File: src/rtl/cgra_pkg.sv
// Shared encodings for the CGRA compute tile.
// Command, operation and destination codes.
package cgra_pkg;

  typedef enum logic [1:0] {
    CMD_LOAD   = 2'b00,
    CMD_CONFIG = 2'b01,
    CMD_DATA   = 2'b10,
    CMD_FLUSH  = 2'b11
  } cmd_e;

  typedef enum logic [1:0] {
    OP_ADD  = 2'b00,
    OP_SUB  = 2'b01,
    OP_MAC  = 2'b10,
    OP_PASS = 2'b11
  } op_e;

  typedef enum logic [1:0] {
    DEST_SWITCH = 2'b00,
    DEST_NEXT   = 2'b01,
    DEST_PREV   = 2'b10,
    DEST_RSVD   = 2'b11
  } dest_e;

endpackage

File: src/rtl/tile_result_fifo.sv
// Synchronous result FIFO for the compute tile.
// Push is refused when full, pop is refused when empty.
module tile_result_fifo #(
  parameter int WIDTH = 10,
  parameter int DEPTH = 4
) (
  input  logic                       clk,
  input  logic                       rst_n,
  input  logic                       push,
  input  logic [WIDTH-1:0]           din,
  input  logic                       pop,
  output logic [WIDTH-1:0]           dout,
  output logic                       full,
  output logic                       empty,
  output logic [$clog2(DEPTH):0]     count
);

  localparam int AW = $clog2(DEPTH);
  localparam int CW = AW + 1;

  logic [WIDTH-1:0] mem [DEPTH];
  logic [AW-1:0]    wr_ptr;
  logic [AW-1:0]    rd_ptr;
  logic             push_en;
  logic             pop_en;

  assign full    = (count == CW'(DEPTH));
  assign empty   = (count == '0);
  assign push_en = push && !full;
  assign pop_en  = pop && !empty;
  assign dout    = mem[rd_ptr];

  // Storage array; contents are only observed behind the count.
  always_ff @(posedge clk) begin
    if (push_en) mem[wr_ptr] <= din;
  end

  // Pointers wrap naturally because DEPTH is a power of two.
  always_ff @(posedge clk or negedge rst_n) begin
    if (!rst_n) begin
      wr_ptr <= '0;
      rd_ptr <= '0;
      count  <= '0;
    end else begin
      if (push_en) wr_ptr <= wr_ptr + 1'b1;
      if (pop_en)  rd_ptr <= rd_ptr + 1'b1;
      unique case ({push_en, pop_en})
        2'b10:   count <= count + 1'b1;
        2'b01:   count <= count - 1'b1;
        default: count <= count;
      endcase
    end
  end

endmodule

File: src/rtl/compute_tile_param.sv
// Parametrised CGRA compute tile: decode, weights, ALU,
// tagged result FIFO and destination demux.
module compute_tile_param
  import cgra_pkg::*;
#(
  parameter int DATA_W     = 8,
  parameter int WGT_W      = 4,
  parameter int NUM_WGT    = 4,
  parameter int FIFO_DEPTH = 4
) (
  input  logic                          clk,
  input  logic                          rst_n,
  input  logic [DATA_W-1:0]             switch_data_in,
  input  logic                          switch_valid_in,
  output logic                          switch_ready_out,
  output logic [DATA_W-1:0]             switch_data_out,
  output logic                          switch_valid_out,
  input  logic                          switch_ready_in,
  output logic [DATA_W-1:0]             next_pe_data_out,
  output logic                          next_pe_valid_out,
  input  logic                          next_pe_ready_in,
  output logic [DATA_W-1:0]             prev_pe_data_out,
  output logic                          prev_pe_valid_out,
  input  logic                          prev_pe_ready_in,
  output logic [$clog2(FIFO_DEPTH):0]   fifo_count
);

  localparam int PW    = DATA_W - 2;
  localparam int IDX_W = $clog2(NUM_WGT);
  localparam int EW    = DATA_W + 2;

  logic [1:0]        cmd;
  logic [PW-1:0]     p;
  logic              full;
  logic              empty;
  logic              accept;
  logic              push;
  logic              pop;
  logic [EW-1:0]     head;
  logic [1:0]        head_tag;
  logic [DATA_W-1:0] head_data;

  logic [WGT_W-1:0]  wgt [NUM_WGT];
  op_e               op;
  dest_e             dest;
  logic [IDX_W-1:0]  wsel;
  logic [DATA_W-1:0] acc;

  logic [DATA_W-1:0] x;
  logic [DATA_W-1:0] w;
  logic [DATA_W-1:0] mac;
  logic [DATA_W-1:0] result;

  assign cmd    = switch_data_in[DATA_W-1 -: 2];
  assign p      = switch_data_in[PW-1:0];
  assign accept = switch_valid_in && !full;
  assign push   = accept && (cmd == CMD_DATA);
  assign switch_ready_out = !full;

  assign x   = DATA_W'(p);
  assign w   = DATA_W'(wgt[wsel]);
  assign mac = acc + x * w;

  // ALU result for the DATA word currently on the input.
  always_comb begin
    result = x;
    unique case (op)
      OP_ADD:  result = x + w;
      OP_SUB:  result = x - w;
      OP_MAC:  result = mac;
      OP_PASS: result = x;
    endcase
  end

  // Command side effects: weights, config and accumulator.
  always_ff @(posedge clk or negedge rst_n) begin
    if (!rst_n) begin
      for (int i = 0; i < NUM_WGT; i++) wgt[i] <= '0;
      op   <= OP_ADD;
      dest <= DEST_SWITCH;
      wsel <= '0;
      acc  <= '0;
    end else if (accept) begin
      unique case (cmd_e'(cmd))
        CMD_LOAD:
          wgt[p[WGT_W+IDX_W-1:WGT_W]] <= p[WGT_W-1:0];
        CMD_CONFIG: begin
          op   <= op_e'(p[1:0]);
          dest <= (p[3:2] == DEST_RSVD) ? DEST_SWITCH
                                        : dest_e'(p[3:2]);
          wsel <= p[4+IDX_W-1:4];
        end
        CMD_DATA:
          if (op == OP_MAC) acc <= mac;
        CMD_FLUSH:
          acc <= '0;
      endcase
    end
  end

  tile_result_fifo #(
    .WIDTH (EW),
    .DEPTH (FIFO_DEPTH)
  ) u_fifo (
    .clk   (clk),
    .rst_n (rst_n),
    .push  (push),
    .din   ({dest, result}),
    .pop   (pop),
    .dout  (head),
    .full  (full),
    .empty (empty),
    .count (fifo_count)
  );

  assign head_tag  = head[EW-1 -: 2];
  assign head_data = head[DATA_W-1:0];

  // Route the head entry to exactly one port by its tag.
  always_comb begin
    switch_valid_out  = 1'b0;
    next_pe_valid_out = 1'b0;
    prev_pe_valid_out = 1'b0;
    switch_data_out   = '0;
    next_pe_data_out  = '0;
    prev_pe_data_out  = '0;
    if (!empty) begin
      unique case (dest_e'(head_tag))
        DEST_NEXT: begin
          next_pe_valid_out = 1'b1;
          next_pe_data_out  = head_data;
        end
        DEST_PREV: begin
          prev_pe_valid_out = 1'b1;
          prev_pe_data_out  = head_data;
        end
        default: begin
          switch_valid_out = 1'b1;
          switch_data_out  = head_data;
        end
      endcase
    end
    pop = (switch_valid_out  && switch_ready_in)
       || (next_pe_valid_out && next_pe_ready_in)
       || (prev_pe_valid_out && prev_pe_ready_in);
  end

endmodule

File: config.mk
export PLATFORM = sky130hd
export DESIGN_NAME = compute_tile_param
export DESIGN_NICKNAME = d
export VERILOG_FILES = /design/src/rtl/cgra_pkg.sv /design/src/rtl/tile_result_fifo.sv /design/src/rtl/compute_tile_param.sv
export SDC_FILE = /design/constraint.sdc
export NUM_CORES = 1
export LEC_CHECK = 0
export BUFFER_PORTS_ARGS = -buffer_cell sky130_fd_sc_hd__buf_2
export CAP_MARGIN = 10
export CORE_MARGIN = 10
export CORE_UTILIZATION = 26
export DETAILED_ROUTE_END_ITERATION = 8
export GPL_TIMING_DRIVEN = 0
export PLACE_DENSITY = 0.37
export REMOVE_ABC_BUFFERS = 1
export SLEW_MARGIN = 20
export SYNTH_ARGS = -nofsm -noshare
export SYNTH_HDL_FRONTEND = slang
export SYNTH_SLANG_ARGS = --single-unit
File: constraint.sdc
create_clock -name clk -period 5.9 [get_ports clk]
set_input_delay 0.59 -clock clk [delete_from_list [all_inputs] [get_ports clk]]
set_output_delay 0.59 -clock clk [all_outputs]
set_load 0.005 [all_outputs]
==> results.rst, run 1 <==
.. list-table::
   :header-rows: 1

   * - Metric
     - Value
   * - Status
     - complete, no violations
   * - Number of CTS-inserted buffers
     - 9
   * - Worst hold-check slack
     - 0.3782 ns
   * - Hold-fix buffers, CTS
     - 0
   * - RSZ-0062 raised after global routing
     - false
   * - Endpoint of the worst register-to-register path
     - u_fifo.mem[0][7]
   * - Number of global-route vias before repair
     - 3103
   * - Proportion of register bits with asynchronous set or reset after synthesis
     - 48.05%
   * - Data arrival time at the worst-slack endpoint
     - 4.80 ns
   * - Hold WC Path Type
     - input pin to async pin
   * - Type of origin of the critical path
     - register
   * - Number of pins exceeding their max-slew limit in the final report
     - 0
   * - Core area
     - 17360 um^2
   * - Final net count
     - 475
   * - Number of gates resized after CTS
     - 0
   * - Layout Area Growth over Synthesis
     - 16.50%
   * - Fillcell total
     - 1759
   * - Worst slew slack as a fraction of its limit
     - 37.61%
   * - Final clock period utilization by the worst path
     - 80.27%
   * - Buffer depth of the longest clock path
     - 2
   * - Setup fix buffers added after clock tree synthesis
     - 0
   * - Initial standard-cell utilization of the core
     - 26.56%
   * - Number of violations reported at the end of detailed-routing iteration 0
     - 115
   * - Clock insertion delay at the later pin of the skew report
     - 0.35 ns
   * - Slack of the worst reg-to-reg path
     - 1.16 ns
   * - Number of sinks handled by clock tree synthesis
     - 77
   * - R2R depth
     - 13
   * - Achievable frequency
     - 211.1 MHz
   * - Wire length of the first global-routing pass
     - 17.51 mm
   * - Transition at the pin with the smallest max-transition slack
     - 0.9359 ns
   * - Data required, critical path
     - 5.96 ns
   * - Post-synthesis sequential element count
     - 77
   * - Final Skew
     - 0.01203 ns
   * - Vertical die dimension
     - 153.2 um
   * - Syn avg cell area
     - 12.23 um^2
   * - Post-route minimum period
     - 4.736 ns
   * - Maximum ir drop on the vdd rail
     - 0.1827 mV
   * - Maximum Capacitance Violations
     - 0
   * - Worst-path maximum fanout
     - 6
   * - Synthesized netlist cell count
     - 377
   * - Pin count of the biggest net entering global routing
     - 38
   * - DR pass1 iterations
     - 4
   * - Die area
     - 23460 um^2
   * - R2R Path Start
     - wsel[0]
   * - Category of the critical setup timing path
     - register to register
   * - Gpl congestion
     - 0.7879
   * - Number of antenna cells inserted
     - 0
   * - Proportion of layout cells with a drive suffix above 1
     - 22.70%
   * - Origin of the worst setup path
     - wsel[0]
   * - Number of enable flip-flop cells after synthesis
     - 40
   * - Initial antenna violation count
     - 0
   * - Setup Total Neg Slack
     - 0 ns
   * - Antenna-violating nets left
     - 0
   * - Detail-routed via count per cell
     - 4.543
   * - Warnings from Yosys
     - 0
   * - Clock transition at the registers of the reported paths
     - 0.07 ns
   * - Die width
     - 153.2 um
   * - Leakage power total
     - 2.398 nW
   * - Main flop type after synthesis
     - sky130_fd_sc_hd__edfxtp_1
   * - Part of the Yosys area used for sequential elements
     - 46.13%
   * - Ports placed on the boundary
     - 45
   * - Detailed-route wire length
     - 10.96 mm
   * - Sum of net half-perimeters after detailed placement
     - 8.259 mm
   * - CTS tree
     - yes
   * - FP Rows
     - 48
   * - Critical path capture point type
     - register
   * - Via count
     - 2944
   * - All-layer global routing usage
     - 9.517%
   * - CTS H-tree depth
     - 3
   * - Total count of hold-check failures in the final report
     - 0
   * - Total standard cell area after synthesis
     - 4611 um^2
   * - Count of endpoints failing setup in the final report
     - 0
   * - Distinct cell type count after synthesis
     - 45
   * - Port Buffers
     - 44
   * - Total overflow reported by the global router
     - 0
   * - Total DRC errors in the routed layout
     - 0
   * - Post-detailed-route wirelength per cell
     - 16.92 um
   * - Clock root buffer
     - sky130_fd_sc_hd__clkbuf_16
   * - Power per Cell Area
     - 606.5 nW/um^2
## report_power, final
| part | internal (mW) | switching, mW | leakage [nW] |
|---|---|---|---|
| Sequential | 0.773 | 0.136 | 0.824 |
| Clock | 0.377 | 0.236 | 0.159 |
| Combinational | 0.789 | 0.946 | 1.42 |
| Total | 1.94 | 1.32 | 2.40 |
## sequential cells by signal, summed over array words and instances (netlist names)
signal / flops
dest: 2
u_fifo.count: 3
u_fifo.rd_ptr: 2
wsel: 2
u_fifo.wr_ptr: 2
wgt: 16
acc: 8
u_fifo.mem: 40
op: 2
## layout make-up
cell class	count	area, um^2	share of cell area [%]
sequential	77	2127	39.60
clock buffer	9	225.2	4.193
inverter	46	172.7	3.215
tap	225	281.5	5.241
multi-input combinational	240	2240	41.70
clock inverter	7	105.1	1.957
timing repair buffer	44	220.2	4.100
## worst max path at each step
stage / slack (ns) / depth (start not counted) / endpoint
6_report: 1.16 / 13 / u_fifo.mem[0][7]
3_3_place_gp: 1.17 / 13 / u_fifo.mem[0][7]
3_5_place_dp: 1.12 / 13 / u_fifo.mem[0][7]
5_1_grt: 0.86 / 13 / u_fifo.mem[0][7]
2_1_floorplan: 1.71 / 13 / u_fifo.mem[0][7]
4_1_cts: 1.08 / 13 / u_fifo.mem[0][7]
## placed cells by master (no fill, tap or decap), drive strengths merged, types with 9 or more instances in the layout
cell type | netlist | layout
xnor2 | 15 | 15
inv | 46 | 49
and3 | 24 | 24
dfrtp | 37 | 37
o21ai | 12 | 12
clkbuf | 10 | 9
ha | 27 | 27
mux4 | 16 | 16
buf | 4 | 44
mux2 | 19 | 19
nand2 | 36 | 36
a21oi | 9 | 9
fa | 16 | 16
edfxtp | 40 | 40
## cell usage after synthesis (2+ instances only)
cell	number	area share, %
sky130_fd_sc_hd__nor2_1	8	0.65
sky130_fd_sc_hd__o32ai_1	2	0.38
sky130_fd_sc_hd__inv_1	46	3.7
sky130_fd_sc_hd__o211ai_1	2	0.33
sky130_fd_sc_hd__mux2_2	19	4.6
sky130_fd_sc_hd__a211o_1	2	0.38
sky130_fd_sc_hd__mux4_1	3	1.7
sky130_fd_sc_hd__xor2_1	6	1.1
sky130_fd_sc_hd__mux2i_1	3	0.65
sky130_fd_sc_hd__nor3_1	4	0.43
sky130_fd_sc_hd__and2_1	7	0.95
sky130_fd_sc_hd__o21ai_0	12	1.3
sky130_fd_sc_hd__nand3b_1	4	0.65
sky130_fd_sc_hd__buf_1	2	0.16
sky130_fd_sc_hd__mux4_2	13	6.4
sky130_fd_sc_hd__o31ai_1	2	0.33
sky130_fd_sc_hd__xnor2_1	15	2.8
sky130_fd_sc_hd__o21bai_1	2	0.33
sky130_fd_sc_hd__a21oi_1	9	0.98
sky130_fd_sc_hd__and3_1	24	3.3
sky130_fd_sc_hd__a21o_1	6	0.98
sky130_fd_sc_hd__clkbuf_1	9	0.73
sky130_fd_sc_hd__edfxtp_1	40	26
sky130_fd_sc_hd__fa_1	16	6.9
sky130_fd_sc_hd__a31oi_1	3	0.41
sky130_fd_sc_hd__ha_1	27	7.3
sky130_fd_sc_hd__nand3_1	3	0.33
sky130_fd_sc_hd__nand2_1	35	2.8
sky130_fd_sc_hd__dfrtp_1	37	20
## worst max-delay path: stages (launching register included)
cell and delay, ns:
sky130_fd_sc_hd__dfrtp_1 0.49, sky130_fd_sc_hd__mux4_1 0.77, sky130_fd_sc_hd__nand2_1 0.15, sky130_fd_sc_hd__fa_1 0.44
sky130_fd_sc_hd__fa_1 0.52, sky130_fd_sc_hd__fa_1 0.52, sky130_fd_sc_hd__inv_1 0.04, sky130_fd_sc_hd__ha_1 0.32
sky130_fd_sc_hd__a21o_1 0.20, sky130_fd_sc_hd__a21oi_1 0.24, sky130_fd_sc_hd__o21bai_1 0.09, sky130_fd_sc_hd__a21oi_1 0.17
sky130_fd_sc_hd__xnor2_1 0.14, sky130_fd_sc_hd__o32ai_1 0.34
## layer usage
layer	share of wire, %	wire length (um)	vias to the layer above	track usage, %
met5	0	0	-	0
met4	1.6	171	0	3.678
met3	5.2	565	13	2.722
met2	49	5334	59	15.68
met1	45	4889	1459	11.47
li1	-	-	1413	-
## logic make-up after synthesis
logic type / count (synthesis) / share of synthesized area, %
AND/OR/NAND/NOR: 92 / 10.31
flip-flops: 77 / 46.13
buffers and inverters: 60 / 5.292
AO/OA/AOI/OAI: 46 / 6.648
adder cells (fa/ha/maj): 43 / 14.27
multiplexers: 38 / 13.35
XOR/XNOR: 21 / 3.989
## through the flow
stage | instance area [um^2] | setup slack, ns | power, mW | util (%) | std cells
floorplan | 4539 | 1.712 | 2.159 | - | 363
global placement | 5041 | 1.174 | 2.675 | 29.04 | 632
detailed placement | 5041 | 1.122 | 2.701 | 29.04 | 632
CTS | 5371 | 1.083 | 3.331 | 30.95 | 648
global route | 5371 | 0.8617 | 3.582 | 30.95 | 648
finish | 5371 | 1.164 | 3.258 | 30.95 | 648
No activity file was read; power rests on OpenSTA's default activity.
==> run 2: changes to the inputs <==
ABC_AREA = 1   (was default)
clock period = 4.6 ns   (was 5.9 ns; I/O delays follow)
==> results.rst, run 2 <==
.. list-table::
   :header-rows: 1

   * - Metric
     - Value
   * - Biggest register
     - u_fifo.mem
   * - Gpl congestion
     - 0.8654
   * - Sum of net half-perimeters after detailed placement
     - 9.367 mm
   * - Number of violations reported at the end of detailed-routing iteration 0
     - 238
   * - Syn avg cell area
     - 9.053 um^2
   * - Status
     - complete, no violations
   * - Total count of hold-check failures in the final report
     - 0
   * - Final clock period utilization by the worst path
     - 93.30%
   * - RSZ-0062 raised after global routing
     - false
   * - Pin count of the biggest net entering global routing
     - 38
   * - Leakage power total
     - 2.558 nW
   * - Clock transition at the registers of the reported paths
     - 0.06 ns
   * - Final net count
     - 624
   * - Detail-routed via count per cell
     - 4.493
   * - Part of the Yosys area used for sequential elements
     - 45.36%
   * - Library cell with the largest summed area after synthesis
     - sky130_fd_sc_hd__edfxtp_1
   * - CTS H-tree depth
     - 3
   * - Synthesized netlist cell count
     - 518
   * - Die area
     - 23810 um^2
   * - Port Buffers
     - 44
   * - Total overflow reported by the global router
     - 0
   * - Antenna-violating nets left
     - 0
   * - Data required, critical path
     - 4.63 ns
   * - Post-route minimum period
     - 4.292 ns
   * - Hold WC Path Type
     - input pin to async pin
   * - FP Rows
     - 49
   * - Core area
     - 17840 um^2
   * - Critical path capture point type
     - register
   * - Distinct cell type count after synthesis
     - 35
   * - Warnings from Yosys
     - 0
   * - Vertical die dimension
     - 154.3 um
   * - Number of CTS-inserted buffers
     - 9
   * - Achievable frequency
     - 233.0 MHz
   * - Slack of the worst reg-to-reg path
     - 0.31 ns
   * - Worst slew slack as a fraction of its limit
     - 30.53%
   * - Post-detailed-route wirelength per cell
     - 15.53 um
   * - Total standard cell area after synthesis
     - 4689 um^2
   * - Maximum ir drop on the vdd rail
     - 0.3765 mV
   * - Transition at the pin with the smallest max-transition slack
     - 1.038 ns
   * - All-layer global routing usage
     - 10.53%
   * - Final Skew
     - 0.01216 ns
   * - Die width
     - 154.3 um
   * - Count of endpoints failing setup in the final report
     - 0
   * - Buffer depth of the longest clock path
     - 2
   * - Layout Utilization
     - 31.00%
   * - Cell types with the largest area share after synthesis
     - sky130_fd_sc_hd__edfxtp_1, sky130_fd_sc_hd__dfrtp_1, sky130_fd_sc_hd__nand2_1
   * - Fillcell total
     - 1864
   * - Hold-fix buffers, CTS
     - 0
   * - Power per Cell Area
     - 805.1 nW/um^2
   * - Wire length of the first global-routing pass
     - 19.69 mm
   * - Total DRC errors in the routed layout
     - 0
   * - Category of the critical setup timing path
     - register to register
   * - Proportion of register bits with asynchronous set or reset after synthesis
     - 48.05%
   * - Number of global-route vias before repair
     - 3537
   * - Number of enable flip-flop cells after synthesis
     - 40
   * - Type of origin of the critical path
     - register
   * - Number of sinks handled by clock tree synthesis
     - 77
   * - Most frequent standard cell in the layout excluding fill and tap cells
     - sky130_fd_sc_hd__nand2_1
   * - DR pass1 iterations
     - 4
   * - Setup WS pre-CTS
     - -0.1483 ns
   * - Registers with the most flip-flops
     - u_fifo.mem x40, wgt x16, acc x8
   * - Detailed-route wire length
     - 12.44 mm
   * - Commonest cells in the synthesized netlist
     - sky130_fd_sc_hd__nand2_1, sky130_fd_sc_hd__inv_1, sky130_fd_sc_hd__edfxtp_1, sky130_fd_sc_hd__nor2_1, sky130_fd_sc_hd__dfrtp_1
   * - Area share of the leading cell type in the synthesized netlist
     - 25.61%
   * - Worst-path maximum fanout
     - 6
   * - Final worst-path setup slack
     - 0.3081 ns
   * - Proportion of layout cells with a drive suffix above 1
     - 18.01%
   * - CTS tree
     - yes
   * - Commonest non-fill, non-tap cells in the layout
     - sky130_fd_sc_hd__nand2_1, sky130_fd_sc_hd__inv_1, sky130_fd_sc_hd__buf_2
   * - Clock insertion delay at the later pin of the skew report
     - 0.34 ns
   * - Data arrival time at the worst-slack endpoint
     - 4.32 ns
   * - Main flop type after synthesis
     - sky130_fd_sc_hd__edfxtp_1
   * - Clock root buffer
     - sky130_fd_sc_hd__clkbuf_16
   * - Via count
     - 3599
   * - Ports placed on the boundary
     - 45
   * - Top-count cell post-synth
     - sky130_fd_sc_hd__nand2_1
   * - Layout Area Growth over Synthesis
     - 17.93%
   * - Initial antenna violation count
     - 0
   * - Max FFs per register
     - 40
   * - Maximum Capacitance Violations
     - 0
   * - Number of pins exceeding their max-slew limit in the final report
     - 0
   * - Post-synthesis sequential element count
     - 77
   * - Initial standard-cell utilization of the core
     - 26.29%
   * - Number of antenna cells inserted
     - 0
-- run 2: worst max-delay path, cell delays in order, from the launching register on --
cell and delay, ns:
sky130_fd_sc_hd__dfrtp_2 0.45, sky130_fd_sc_hd__buf_4 0.16, sky130_fd_sc_hd__nand2_1 0.06, sky130_fd_sc_hd__nand3_2 0.11, sky130_fd_sc_hd__nand2_2 0.14, sky130_fd_sc_hd__inv_2 0.07, sky130_fd_sc_hd__ha_1 0.19, sky130_fd_sc_hd__inv_1 0.10
sky130_fd_sc_hd__fa_1 0.42, sky130_fd_sc_hd__fa_1 0.54, sky130_fd_sc_hd__inv_1 0.05, sky130_fd_sc_hd__fa_1 0.51, sky130_fd_sc_hd__ha_2 0.31, sky130_fd_sc_hd__nand2_1 0.07, sky130_fd_sc_hd__nand2_1 0.08, sky130_fd_sc_hd__a31oi_2 0.17
sky130_fd_sc_hd__nand2_1 0.07, sky130_fd_sc_hd__nand2_1 0.11, sky130_fd_sc_hd__o21ai_0 0.08, sky130_fd_sc_hd__nand3b_1 0.27
-- run 2: cells by family (layout without fill, tap and decap cells) --
| kind of cell | Yosys count | in the layout | share of synthesized area [%] |
|---|---|---|---|
| simple gates | 233 | 233 | 22.01 |
| buf+inv | 79 | 133 | 6.750 |
| compound gates | 77 | 77 | 10.17 |
| flops | 77 | 77 | 45.36 |
| fa+ha+maj | 43 | 43 | 14.03 |
| xor+xnor | 9 | 9 | 1.681 |
-- run 2: final timing paths --
check	from	to	cells after the start
hold / removal	rst_n	acc[7]	1
hold reg to reg	wgt[0]	wgt[0]	2
setup reg to reg	wsel[0]	u_fifo.mem[3][5]	19
max in group asynchronous	rst_n	wsel[0]	1
setup / recovery	wsel[0]	u_fifo.mem[3][5]	19
min in group clk	switch_data_in[3]	dest[0]	2
-- run 2: power by group --
part           switching [mW]  total [mW]  internal, mW
Clock                   0.279       0.768         0.489
Combinational            1.57        2.53         0.958
Sequential              0.147        1.15          1.01
-- run 2: repair_timing --
item | in CTS | in global routing
hold endpoints to repair | 0 | 0
resized for setup | 3 | 11
pin swaps | 0 | 1
endpoints found under the setup margin | 12 | 17
buffers inserted | 0 | 3
-- run 2: cell type report --
cell class	instances	area [um^2]	area share (%)
clock inverter	6	85.08	1.538
multi-input combinational	362	2280	41.22
sequential	77	2130	38.51
inverter	70	267.8	4.842
timing repair buffer	47	242.7	4.389
tap	229	286.5	5.181
clock buffer	10	239.0	4.321
-- run 2: per-stage QoR --
stage	area, um^2	hold slack [ns]	total power [mW]	setup TNS (ns)	instances
CTS	5477	0.2834	4.452	0	798
floorplan	4641	0.1644	2.832	0	509
finish	5530	0.2590	4.453	0	801
global route	5530	0.3197	4.945	0	801
detailed placement	5147	0.4742	3.635	-0.7989	782
global placement	5147	0.4680	3.612	-1.079	782
-- run 2: routing by layer --
metal | global-route usage, % | share of wire (%) | up-vias
met1 | 13.69 | 47 | 1702
met5 | 0 | 0 | -
li1 | - | - | 1808
met4 | 3.419 | 1.4 | 0
met2 | 16.26 | 46 | 80
met3 | 3.272 | 5.7 | 9
==> run 3: changes to the inputs <==
ABC_AREA = default   (was 1)
==> results.rst, run 3 (same netlist as run 1, synthesis figures left out) <==
.. list-table::
   :header-rows: 1

   * - Metric
     - Value
   * - Gpl congestion
     - 0.7879
   * - Count of endpoints failing setup in the final report
     - 0
   * - CTS H-tree depth
     - 3
   * - Number of pins exceeding their max-slew limit in the final report
     - 0
   * - Proportion of layout cells with a drive suffix above 1
     - 25.18%
   * - Commonest non-fill, non-tap cells in the layout
     - sky130_fd_sc_hd__inv_1, sky130_fd_sc_hd__buf_2, sky130_fd_sc_hd__edfxtp_1
   * - Vertical die dimension
     - 153.2 um
   * - Wire length of the first global-routing pass
     - 17.53 mm
   * - Sum of net half-perimeters after detailed placement
     - 8.259 mm
   * - R2R Path Start
     - wsel[0]
   * - Status
     - complete, no violations
   * - Proportion of power drawn by the clock network
     - 18.3%
   * - Registers with the most flip-flops
     - u_fifo.mem x40, wgt x16, acc x8
   * - Leakage power total
     - 2.407 nW
   * - Number of CTS-inserted buffers
     - 9
   * - Number of violations reported at the end of detailed-routing iteration 0
     - 133
   * - Maximum Capacitance Violations
     - 0
   * - Initial standard-cell utilization of the core
     - 26.56%
   * - FP Rows
     - 48
   * - Met2 track demand over resource in global routing
     - 15.72%
   * - Worst-path maximum fanout
     - 6
   * - Buffer depth of the longest clock path
     - 2
   * - Antenna-violating nets left
     - 0
   * - Total count of hold-check failures in the final report
     - 0
   * - Hold-fix buffers, CTS
     - 0
   * - Part of the power in combinational logic
     - 54.5%
   * - Ports placed on the boundary
     - 45
   * - Type of origin of the critical path
     - register
   * - Post-route minimum period
     - 4.372 ns
   * - All-layer global routing usage
     - 9.535%
   * - RSZ-0062 raised after global routing
     - false
   * - Detailed-route wire length
     - 11.03 mm
   * - Setup Total Neg Slack
     - 0 ns
   * - Critical path capture point type
     - register
   * - Worst slew slack as a fraction of its limit
     - 36.73%
   * - Top cell by count, worst path
     - sky130_fd_sc_hd__fa_1
   * - Power per Cell Area
     - 791.6 nW/um^2
   * - Setup WS pre-CTS
     - -0.1785 ns
   * - Most frequent standard cell in the layout excluding fill and tap cells
     - sky130_fd_sc_hd__inv_1
   * - Data arrival time at the worst-slack endpoint
     - 4.44 ns
   * - CP max-delay cell
     - sky130_fd_sc_hd__mux4_2
   * - Hold WC Path Type
     - input pin to async pin
   * - Core area
     - 17360 um^2
   * - Endpoint of the worst register-to-register path
     - u_fifo.mem[0][7]
   * - Final net count
     - 477
   * - Clock transition at the registers of the reported paths
     - 0.07 ns
   * - Detail-routed via count per cell
     - 4.569
   * - Sequential Power Share
     - 27.2%
   * - Biggest register
     - u_fifo.mem
   * - Achievable frequency
     - 228.8 MHz
   * - Number of global-route vias before repair
     - 3110
   * - Maximum ir drop on the vdd rail
     - 0.2338 mV
   * - Global routing usage on met1
     - 11.49%
   * - Clock insertion delay at the later pin of the skew report
     - 0.35 ns
   * - Transition at the pin with the smallest max-transition slack
     - 0.9491 ns
   * - Final clock period utilization by the worst path
     - 95.03%
   * - Data required, critical path
     - 4.66 ns
   * - Number of sinks handled by clock tree synthesis
     - 77
   * - Post-detailed-route wirelength per cell
     - 16.97 um
   * - Global Route met3 Usage
     - 2.722%
   * - Final Skew
     - 0.01208 ns
   * - Initial antenna violation count
     - 0
   * - DR pass1 iterations
     - 4
   * - CP peak stage delay
     - 0.64 ns
   * - R2R depth
     - 13
   * - Category of the critical setup timing path
     - register to register
   * - Ordered list of cells on the worst path
     - mux4_2, nand2_1, fa_1, fa_1, fa_1, inv_1, ha_1, a21o_1, a21oi_2, o21bai_1, a21oi_2, xnor2_2, o32ai_4
   * - Internal power consumption
     - 2.550 mW
   * - Critical Path Sink
     - u_fifo.mem[0][7]
   * - Total overflow reported by the global router
     - 0
   * - Origin of the worst setup path
     - wsel[0]
   * - CTS tree
     - yes
   * - Max FFs per register
     - 40
   * - Number of antenna cells inserted
     - 0
   * - Layout Area Growth over Synthesis
     - 17.69%
   * - Total DRC errors in the routed layout
     - 0
   * - Clock root buffer
     - sky130_fd_sc_hd__clkbuf_16
   * - Peak-usage layer in the global routing report
     - met2
   * - Slack of the worst reg-to-reg path
     - 0.23 ns
   * - Pin count of the biggest net entering global routing
     - 38
   * - Via count
     - 2970
   * - Switch Pwr
     - 1.745 mW
   * - Die area
     - 23460 um^2
   * - Port Buffers
     - 44
   * - Switching fraction of total power
     - 40.63%
   * - Die width
     - 153.2 um
   * - Final worst-path setup slack
     - 0.2284 ns
run 3: changes by cell type in the layout (fill, tap and decap cells not counted), sizes merged, moves of 8 or more:
cell   before  now
a21oi      21    9
a32o        8    0
and3        0   24
inv        71   49
mux2        0   19
mux4        0   16
nand2     147   36
nand3      33    3
nor2       44    8
o21ai      34   12
xnor2       1   15
run 3: worst max-delay path: cells and delay by family (launching register included):
family          cells  cell delay, ns
simple gates        1            0.13
xor+xnor            1            0.18
compound gates      5            0.85
flops               1            0.44
fa+ha+maj           4            1.80
buf+inv             1            0.04
mux                 1            0.64
run 3: stage by stage:
step | utilization (%) | power [mW] | hold slack, ns | instance area (um^2) | cells
4_1_cts | 30.95 | 4.291 | 0.2805 | 5373 | 648
3_5_place_dp | 29.04 | 3.464 | 0.4661 | 5041 | 632
2_1_floorplan | - | 2.769 | 0.1644 | 4539 | 363
3_3_place_gp | 29.04 | 3.431 | 0.4674 | 5041 | 632
5_1_grt | 31.26 | 4.713 | 0.3237 | 5426 | 650
6_report | 31.26 | 4.296 | 0.2562 | 5426 | 650
run 3: cell type report:
class | count | area, um^2
timing repair buffer | 46 | 235.2
multi-input combinational | 240 | 2278
inverter | 46 | 172.7
clock inverter | 7 | 105.1
clock buffer | 9 | 225.2
sequential | 77 | 2128
tap | 225 | 281.5
fill | 1752 | 11930
run 3: how the worst min path moves through the flow:
stage | startpoint | to | slack, ns | cells after the start
2_1_floorplan | rst_n | acc[0] | 0.16 | 0
3_3_place_gp | acc[3] | acc[3] | 0.47 | 1
3_5_place_dp | acc[3] | acc[3] | 0.47 | 1
4_1_cts | rst_n | wgt[11] | 0.28 | 1
5_1_grt | rst_n | wgt[11] | 0.32 | 1
6_report | rst_n | wgt[11] | 0.26 | 1
run 3: power by group through the flow:
stage / combinational (mW) / sequential [mW] / clock, mW
2_1_floorplan: 1.65 / 1.12 / 0
3_3_place_gp: 2.25 / 1.18 / 0
3_5_place_dp: 2.27 / 1.19 / 0
4_1_cts: 2.30 / 1.18 / 0.810
5_1_grt: 2.68 / 1.20 / 0.833
6_report: 2.34 / 1.17 / 0.785
run 3: metal layers:
metal  vias to the layer above  share of wire [%]
li1                       1411                  -
met1                      1490                 45
met2                        55                 49
met3                        14                5.0
met4                         0                1.5
met5                         -                  0
run 3: timing repair:
action,4_1_cts,5_1_grt
gates cloned,0,0
setup buffers,0,2
gates resized for setup,4,6
endpoints found under the setup margin,16,16
